--- config.mk ---
export PLATFORM = sky130hd
export DESIGN_NAME = mem_cycle_arbiter
export DESIGN_NICKNAME = d
export VERILOG_FILES = /design/src/rtl/mem_cycle_arbiter_pkg.sv /design/src/rtl/mem_cycle_arbiter_brk_prio_enc.sv /design/src/rtl/mem_cycle_arbiter.sv
export SDC_FILE = /design/constraint.sdc
export NUM_CORES = 1
export LEC_CHECK = 0
export BUFFER_PORTS_ARGS = -buffer_cell sky130_fd_sc_hd__buf_4
export CAP_MARGIN = 40
export CORE_MARGIN = 1.5
export CORE_UTILIZATION = 41
export DETAILED_ROUTE_END_ITERATION = 6
export PLACE_DENSITY_LB_ADDON = 0.3
export SYNTH_ARGS = -nofsm -noshare
export SYNTH_HDL_FRONTEND = slang
export SYNTH_HIERARCHICAL = 1
export SYNTH_SLANG_ARGS = --single-unit
--- constraint.sdc ---
create_clock -name clk -period 1.6 [get_ports clk]
set_input_delay 0.16 -clock clk [delete_from_list [all_inputs] [get_ports clk]]
set_output_delay 0.16 -clock clk [all_outputs]
set_load 0.02 [all_outputs]
--- src/rtl/mem_cycle_arbiter_pkg.sv ---
// mem_cycle_arbiter_pkg: shared widths, major-state and memory-arbiter state codes
package mem_cycle_arbiter_pkg;
    localparam int AW = 15;
    localparam int DW = 12;
    typedef enum logic [1:0] {MAJ_F0, MAJ_D0, MAJ_E0, MAJ_BRK} major_state_t;
    typedef enum logic [2:0] {ARB_IDLE, ARB_ADDR, ARB_READ, ARB_WRITE, ARB_DONE} arb_state_t;
endpackage

--- src/rtl/mem_cycle_arbiter_brk_prio_enc.sv ---
// brk_prio_enc: lowest-index-wins priority encoder over the break request lines
module brk_prio_enc #(
    parameter int NCH = 4,
    parameter int IW  = (NCH > 1) ? $clog2(NCH) : 1
) (
    input  logic [NCH-1:0] req,
    output logic           valid,
    output logic [IW-1:0]  idx
);
    // scan from the top so the lowest requesting index is the last one written
    always_comb begin
        valid = |req;
        idx = '0;
        for (int i = NCH - 1; i >= 0; i--) if (req[i]) idx = IW'(i);
    end
endmodule

--- src/rtl/mem_cycle_arbiter.sv ---
// mem_cycle_arbiter: shares main memory between the CPU and data-break channels, one 4-clock cycle per access
module mem_cycle_arbiter
    import mem_cycle_arbiter_pkg::*;
#(
    parameter int NCH    = 4,
    parameter int MAXBRK = 2
) (
    input  logic              clk,
    input  logic              reset,
    input  logic              cpu_req,
    input  logic [AW-1:0]     cpu_addr,
    input  logic              cpu_we,
    input  logic [DW-1:0]     cpu_wdata,
    output logic              cpu_done,
    output logic              cpu_hold,
    input  logic [NCH-1:0]    brk_req,
    input  logic [NCH*AW-1:0] brk_addr,
    input  logic [NCH-1:0]    brk_we,
    input  logic [NCH-1:0]    brk_inc,
    input  logic [NCH*DW-1:0] brk_wdata,
    output logic [NCH-1:0]    brk_done,
    output logic [DW-1:0]     rdata,
    output logic              ovf,
    output logic [AW-1:0]     mem_addr,
    output logic              mem_we,
    output logic [DW-1:0]     mem_wdata,
    input  logic [DW-1:0]     mem_rdata
);
    localparam int IW = (NCH > 1) ? $clog2(NCH) : 1;
    localparam int RW = $clog2(MAXBRK + 1);

    arb_state_t state, state_nxt;
    logic brk_v, arb_ok, cpu_win, grant, own_cpu, lat_we, lat_inc;
    logic [IW-1:0] brk_idx, own_idx;
    logic [RW-1:0] brk_run;
    logic [DW-1:0] lat_wdata, data;

    brk_prio_enc #(.NCH(NCH), .IW(IW)) u_prio (
        .req   (brk_req),
        .valid (brk_v),
        .idx   (brk_idx)
    );

    assign cpu_hold = cpu_req & ~cpu_done;
    assign arb_ok   = (state == ARB_IDLE) || (state == ARB_DONE);
    assign cpu_win  = cpu_req & (~brk_v | (brk_run == RW'(MAXBRK)));
    assign grant    = arb_ok & (cpu_win | brk_v);

    // next state: arbitrate in IDLE/DONE, otherwise walk the fixed memory sequence
    always_comb begin
        state_nxt = ARB_IDLE;
        state_nxt = arb_ok ? (grant ? ARB_ADDR : ARB_IDLE) :
                    (state == ARB_ADDR) ? ARB_READ :
                    (state == ARB_READ) ? ARB_WRITE : ARB_DONE;
    end

    // state register, winner latch, break-run counter and registered memory/result outputs
    always_ff @(posedge clk) begin
        if (reset) begin
            state     <= ARB_IDLE;
            brk_run   <= '0;
            own_cpu   <= 1'b0;
            own_idx   <= '0;
            lat_we    <= 1'b0;
            lat_inc   <= 1'b0;
            lat_wdata <= '0;
            data      <= '0;
            mem_addr  <= '0;
            mem_we    <= 1'b0;
            mem_wdata <= '0;
            cpu_done  <= 1'b0;
            brk_done  <= '0;
            rdata     <= '0;
            ovf       <= 1'b0;
        end else begin
            state    <= state_nxt;
            mem_we   <= (state == ARB_READ) & (lat_we | lat_inc);
            cpu_done <= (state == ARB_WRITE) & own_cpu;
            brk_done <= ((state == ARB_WRITE) & ~own_cpu) ? NCH'(1) << own_idx : '0;
            if (grant) begin
                own_cpu   <= cpu_win;
                own_idx   <= brk_idx;
                mem_addr  <= cpu_win ? cpu_addr : brk_addr[AW*int'(brk_idx) +: AW];
                lat_we    <= cpu_win ? cpu_we : brk_we[brk_idx];
                lat_inc   <= ~cpu_win & brk_inc[brk_idx];
                lat_wdata <= cpu_win ? cpu_wdata : brk_wdata[DW*int'(brk_idx) +: DW];
                brk_run   <= cpu_win ? '0 : (brk_run == RW'(MAXBRK)) ? brk_run : brk_run + RW'(1);
            end else if (arb_ok) begin
                brk_run <= '0;
            end
            if (state == ARB_READ) begin
                data      <= mem_rdata;
                mem_wdata <= lat_inc ? mem_rdata + DW'(1) : lat_wdata;
            end
            if (state == ARB_WRITE) begin
                rdata <= lat_inc ? data + DW'(1) : data;
                ovf   <= lat_inc & (data == 12'o7777);
            end
        end
    end
endmodule

* After elaboration in Yosys (flattened, before gate mapping) *
Cells that the tools add are included.

word-level totals
  bits in registers = 80
  bits of input ports = 163
  output and inout port bits = 47
  word-level logic and storage cells = 74

cells by class
  add/subtract/negate cells = 3
  $mul = 2
  magnitude comparators = 1
  equal/unequal tests = 7
  shift-type cells = 3
  mux-type cells = 21
  bitwise operators = 16
  reductions and logical operators = 6

operator list
  operator                                                               number
  60-bit by 7-bit indexed part select with 15-bit output                 1
  48-bit by 7-bit indexed part select with 12-bit output                 1
  12-bit 2-to-1 mux                                                      3
  12-bit by 1-bit adder with 12-bit output, second input constant        2
  2-bit 2-to-1 mux                                                       8
  15-bit 2-to-1 mux                                                      1
  12-bit equality test, second input constant                            1
  3-bit 2-to-1 mux                                                       3
  1-bit AND                                                              8
  3-bit by 2-bit equality test with 1-bit output, second input constant  2
  4-bit by 2-bit multiplier with 6-bit output, first input constant      1
  1-bit NOT                                                              5
  1-bit binary-select mux with 2-bit select                              2
  2-bit by 2-bit multiplier with 4-bit output, first input constant      1
  1-bit 2-to-1 mux                                                       4
  4-bit OR reduction                                                     1
  1-bit by 2-bit left shift with 4-bit output, first input constant      1
  3-bit by 1-bit equality test with 1-bit output, second input constant  1
  3-bit equality test, second input constant                             1
  3-bit zero test                                                        1
  2-bit by 3-bit < comparator with 1-bit output, second input constant   1
  3-bit inequality test, second input constant                           1
  1-bit OR                                                               3
  2-bit by 1-bit adder with 2-bit output, second input constant          1
  other kinds (5)                                                        5

* Longest topological paths before layout *
  depth after elaboration = 8
  mapped depth = 8
  mapped depth without buffers = 6

* Hierarchy *
Netlist, hierarchy kept.

modules (own cells, without submodules)
  module             instances  cells each  area an instance (um^2)  seq. area each (um^2)
  mem_cycle_arbiter  1          417         4056.4                   1601.5
  brk_prio_enc       1          7           35.0                     0.0

* Least setup slack after synthesis *
OpenSTA, ideal clock, no wires.

  path type = input to register
  from = in brk_req[2]
  to = reg mem_addr[13]
  library setup time = 0.128 ns
  arrival time = 1.643 ns
  data required time = 1.472 ns
  slack = -0.171 ns
  cell stages on the path = 6
  buffers on the path = 1
  path through = nand2b_1 > a21oi_2 > buf_2 > mux4_2 > a222oi_1 > nor2_1

between the ends
  word-level cells in the longest chain between the ends = 6
  elaborated cells on any way between the ends = 12
  those cells by class = mul: 1; shift: 1; mux: 4; bitwise: 5; reduce/logical: 1

RTL lines
  element                                                 line                                  RTL
  start: declaration                                      mem_cycle_arbiter.sv:16               input logic [NCH-1:0] brk_req,
  2-bit 2-to-1 mux (3 in series)                          mem_cycle_arbiter_brk_prio_enc.sv:14  for (int i = NCH - 1; i >= 0; i--) if (req[i]) idx = IW'(i);
  named net brk_idx[0]                                    mem_cycle_arbiter.sv:34               logic [IW-1:0] brk_idx, own_idx;
  4-bit by 2-bit multiplier with 6-bit output             mem_cycle_arbiter.sv:83               mem_addr <= cpu_win ? cpu_addr : brk_addr[AW*int'(brk_idx) +: AW];
  60-bit by 7-bit indexed part select with 15-bit output  mem_cycle_arbiter.sv:83
  15-bit 2-to-1 mux                                       mem_cycle_arbiter.sv:83
  end signal: assignment                                  mem_cycle_arbiter.sv:83
  end: declaration                                        mem_cycle_arbiter.sv:24               output logic [AW-1:0] mem_addr,

The timed path passes the listed nets, and every way through them passes these cells.
A chain may end at the register's enable or synchronous reset.

* Worst setup path after layout *
  from = reg brk_run[0]
  to = reg lat_wdata[11]

between the ends
  word-level cells in the longest chain between the ends = 5
  elaborated cells on any way between the ends = 6
  those cells by class = eq/ne: 1; mux: 1; bitwise: 4

RTL lines
  element                   line                     RTL
  start: declaration        mem_cycle_arbiter.sv:35  logic [RW-1:0] brk_run;
  start signal: assignment  mem_cycle_arbiter.sv:87  brk_run <= cpu_win ? '0 : (brk_run == RW'(MAXBRK)) ? brk_run : brk_run + RW'(1);
  2-bit equality test (*)   mem_cycle_arbiter.sv:46  assign cpu_win = cpu_req & (~brk_v | (brk_run == RW'(MAXBRK)));
  1-bit OR (*)              mem_cycle_arbiter.sv:46
  1-bit AND (*)             mem_cycle_arbiter.sv:46
  1-bit OR                  mem_cycle_arbiter.sv:47  assign grant = arb_ok & (cpu_win | brk_v);
  1-bit AND                 mem_cycle_arbiter.sv:47
  end signal: assignment    mem_cycle_arbiter.sv:86  lat_wdata <= cpu_win ? cpu_wdata : brk_wdata[DW*int'(brk_idx) +: DW];
  end: declaration          mem_cycle_arbiter.sv:36  logic [DW-1:0] lat_wdata, data;

Every way passes the cells marked *; elsewhere a longest branch is shown, timed or not.

==> reports/qor.yml <==
pwr:
  peakVddDrop_v: 0.000737
  power.density_mw_per_mm2: 1280
  p_sw_share_pct: 34.5
  seqPwrFrac_pct: 34.8
  combPwrFrac_pct: 42.0
  p_int_mw: 5.23
  pwr-share-clk_pct: 23.2
  power_switching_mw: 2.76
  p_total_mw: 7.98
  leakage_nw: 2.61
worst_setup_path:
  path_class: "reg2reg"
  critical_path_required_ns: 1.83
  path_buf_inv: 1
  crit_family: "simple AND/OR/NAND/NOR gates"
  ff2ff_path_depth: 6
  crit_arrival_ns: 1.76
  r2r-start: "brk_run[0]"
  critPathMaxStageDelay_ns: 0.36
  critPathLaunchType: "flop"
  reg2reg_slack_ns: 0.07
  cp-end-kind: "flop"
  crit_path_cell_trace: "inv_1 > ha_2 > nand2b_4 > and3_2 > a222oi_1 > nor2_1"
  path_max_fanout: 7
  rr_endpoint: "lat_wdata[11]"
  cpMaxStageDelayCell: "a222oi_1"
sta:
  setup_viol: 0
  fin_worst_hold_slack_ns: 0.0733
  fmax_ghz: 0.652
  relSlewSlack_pct: 72.8
  skew_ns: 0.00865
  slew_violations: 0
  finalHoldViolCount: 0
  tightest_slew_ns: 0.404
  rsz0062_at_grt: "true"
  period_needed_ns: 1.53
  fin_crit_sh_pct: 95.9
placed_design:
  dpl_cell_area_sq_mm: 0.00596
  dp_cells: 750
  hpwlAfterDp_um: 9740
  gp_congestion: 0.833
  port-buffer-count: 209
layout:
  fin_cells: 768
  antenna_cells: 0
  area_growth_syn_to_layout_pct: 52.8
  multi_input_area_sq_mm: 0.00237
  final_util_pct: 64.2
  register_area_sq_mm: 0.00160
  drive_gt1_share_pct: 46.3
  fillers: 844
  finalInstanceArea_sq_mm: 0.00625
  layout_common_cells: "224 x buf_4, 78 x dfxtp_1, 61 x nor2_1, 43 x nand2_1"
  layout.nets: 796
  mostFrequentLayoutCell: "buf_4"
detailed_routing:
  wl_per_cell_um: 16.5
  ant_nets: 0
  vias: 4221
  drt-initial-drc-count: 273
  routed_wl_um: 12700
  vias_per_cell: 5.50
  first_pass_iters: 5
  drc: 0
floorplanning:
  ios: 210
  rows: 36
  die_area_sq_mm: 0.0106
  dieWidth_um: 103
  die_h_um: 103
  core_sq_mm: 0.00973
  start_util_pct: 42.1
clocking:
  numCtsBuffers: 9
  cts_sinks: 80
  ctsRootBufferMaster: "clkbuf_8"
  worstSkewPairLatency_ns: 0.35
  path_clk_slew_ns: 0.08
  cts_tree: "built"
  clockBufferDepth: 2
  cts_hold_buffers: 0
  postCtsSetupRepairBufs: 0
  htreeDepth: 3
yosys:
  synth_edf_count: 0
  seq_area_frac_synth_pct: 39.1
  syn_area_sq_mm: 0.00409
  ys.flop_type: "dfxtp_1"
  synth_seq_cells: 80
  synth.avg_cell_area_sq_um: 9.65
  async_flop_share_pct: 0
  synth_cell_types: 42
  ys_warn_count: 6
  synthesis.nets: 590
  synthCells: 424
worst_hold_path:
  min_path_type: "in2reg"
  min_to: "mem_addr[14]"
  hold-path-cell-count: 3
  worstHoldStart: "cpu_addr[14]"
global_routing:
  grt_pass1_vias: 3972
  antenna_found_initial: 0
  grt_usage_pct: 23.2
  grt_first_pass_wirelength_um: 19000
  grt_max_degree: 44
  overflow: 0
status:
  status: "complete, no violations"
run:
  cap_violations: 0
-- worst max path at each step --
| stage | cells past startpoint | slack (ns) | end | start |
|---|---|---|---|---|
| floorplan | 6 | -0.02 | mem_addr[13] | brk_req[2] |
| global route | 6 | -0.05 | mem_addr[8] | brk_run[0] |
| detailed placement | 7 | -0.28 | mem_addr[8] | brk_req[2] |
| finish | 6 | 0.07 | lat_wdata[11] | brk_run[0] |
| CTS | 6 | 0.01 | mem_addr[8] | brk_run[0] |
| global placement | 7 | -0.23 | mem_addr[13] | brk_req[2] |
-- cells by family (layout without fill, tap and decap cells) --
family / after synthesis / count (layout) / share of synthesized area [%]
AO/OA/AOI/OAI: 91 / 91 / 16.5
XOR/XNOR: 17 / 17 / 3.64
adder cells (fa/ha/maj): 3 / 3 / 0.918
buffers and inverters: 43 / 252 / 4.77
flip-flops: 80 / 80 / 39.1
multiplexers: 34 / 34 / 17.2
AND/OR/NAND/NOR: 156 / 158 / 17.8
-- final cells by class --
| class | count | area share (%) |
|---|---|---|
| clock buffer | 12 | 2.48 |
| sequential | 80 | 25.7 |
| inverter | 4 | 0.240 |
| timing repair buffer | 232 | 29.5 |
| multi-input combinational | 303 | 37.9 |
| clock inverter | 4 | 1.58 |
| tap | 133 | 2.66 |
-- repair_timing --
item,in CTS,in global routing
cloned,0,2
pin swaps,3,8
endpoints found under the hold margin,0,0
setup endpoints to repair,4,33
resized for setup,0,8
-- Yosys cell counts, types with 2 or more instances --
cell type	number	area (sq um)
or3_1	5	31.3
a21oi_2	2	17.5
nand3b_1	2	15.0
nand3_1	7	35.0
nand4_1	5	31.3
or3b_1	2	17.5
and4_1	2	17.5
xor2_1	10	87.6
a211oi_1	15	113
buf_2	12	60.1
a21oi_1	29	145
nor3b_1	3	22.5
and3_1	8	50.1
mux2i_1	5	50.1
mux4_2	29	653
ha_1	3	37.5
o21ai_0	6	30.0
a311o_1	3	30.0
a222oi_1	28	280
buf_6	2	22.5
inv_1	4	15.0
a211o_1	2	17.5
xnor2_1	7	61.3
dfxtp_1	80	1600
nor2_1	62	233
nor3_1	9	45.0
nand2_1	43	161
nand2b_1	2	12.5
clkbuf_1	24	90.1
-- state kept, by name, summed over array words and instances, names as in the netlist --
name / cells
own_cpu: 1
mem_addr: 15
brk_run: 2
lat_wdata: 12
state: 3
brk_done: 4
lat_inc: 1
mem_wdata: 12
rdata: 12
lat_we: 1
ovf: 1
own_idx: 2
mem_we: 1
cpu_done: 1
data: 12
-- power by group through the flow --
stage	combinational, mW	clock [mW]	sequential (mW)
2_1_floorplan	1.75	0	2.99
3_3_place_gp	3.18	0	2.79
3_5_place_dp	3.27	0	2.81
4_1_cts	3.29	1.89	2.77
5_1_grt	3.65	1.97	2.83
6_report	3.35	1.85	2.78
-- per-stage QoR --
| stage | worst slack [ns] | setup TNS, ns |
|---|---|---|
| 2_1_floorplan | -0.0208 | -0.0208 |
| 3_3_place_gp | -0.232 | -4.90 |
| 3_5_place_dp | -0.283 | -5.98 |
| 4_1_cts | 0.0102 | 0 |
| 5_1_grt | -0.0528 | -0.212 |
| 6_report | 0.0659 | 0 |
-- routing by layer --
metal	vias up	wire (um)	GRT usage (%)
met5	-	0	0
met2	198	6470	38.8
met3	26	840	4.14
li1	2026	-	-
met4	0	350	10.6
met1	1971	5030	29.4
-- tightest hold or removal path, cell delays in order --
cell and delay (ns):
buf_4 0.07, a222oi_1 0.07, nor2_1 0.08
Power figures use the tool's default switching activity.
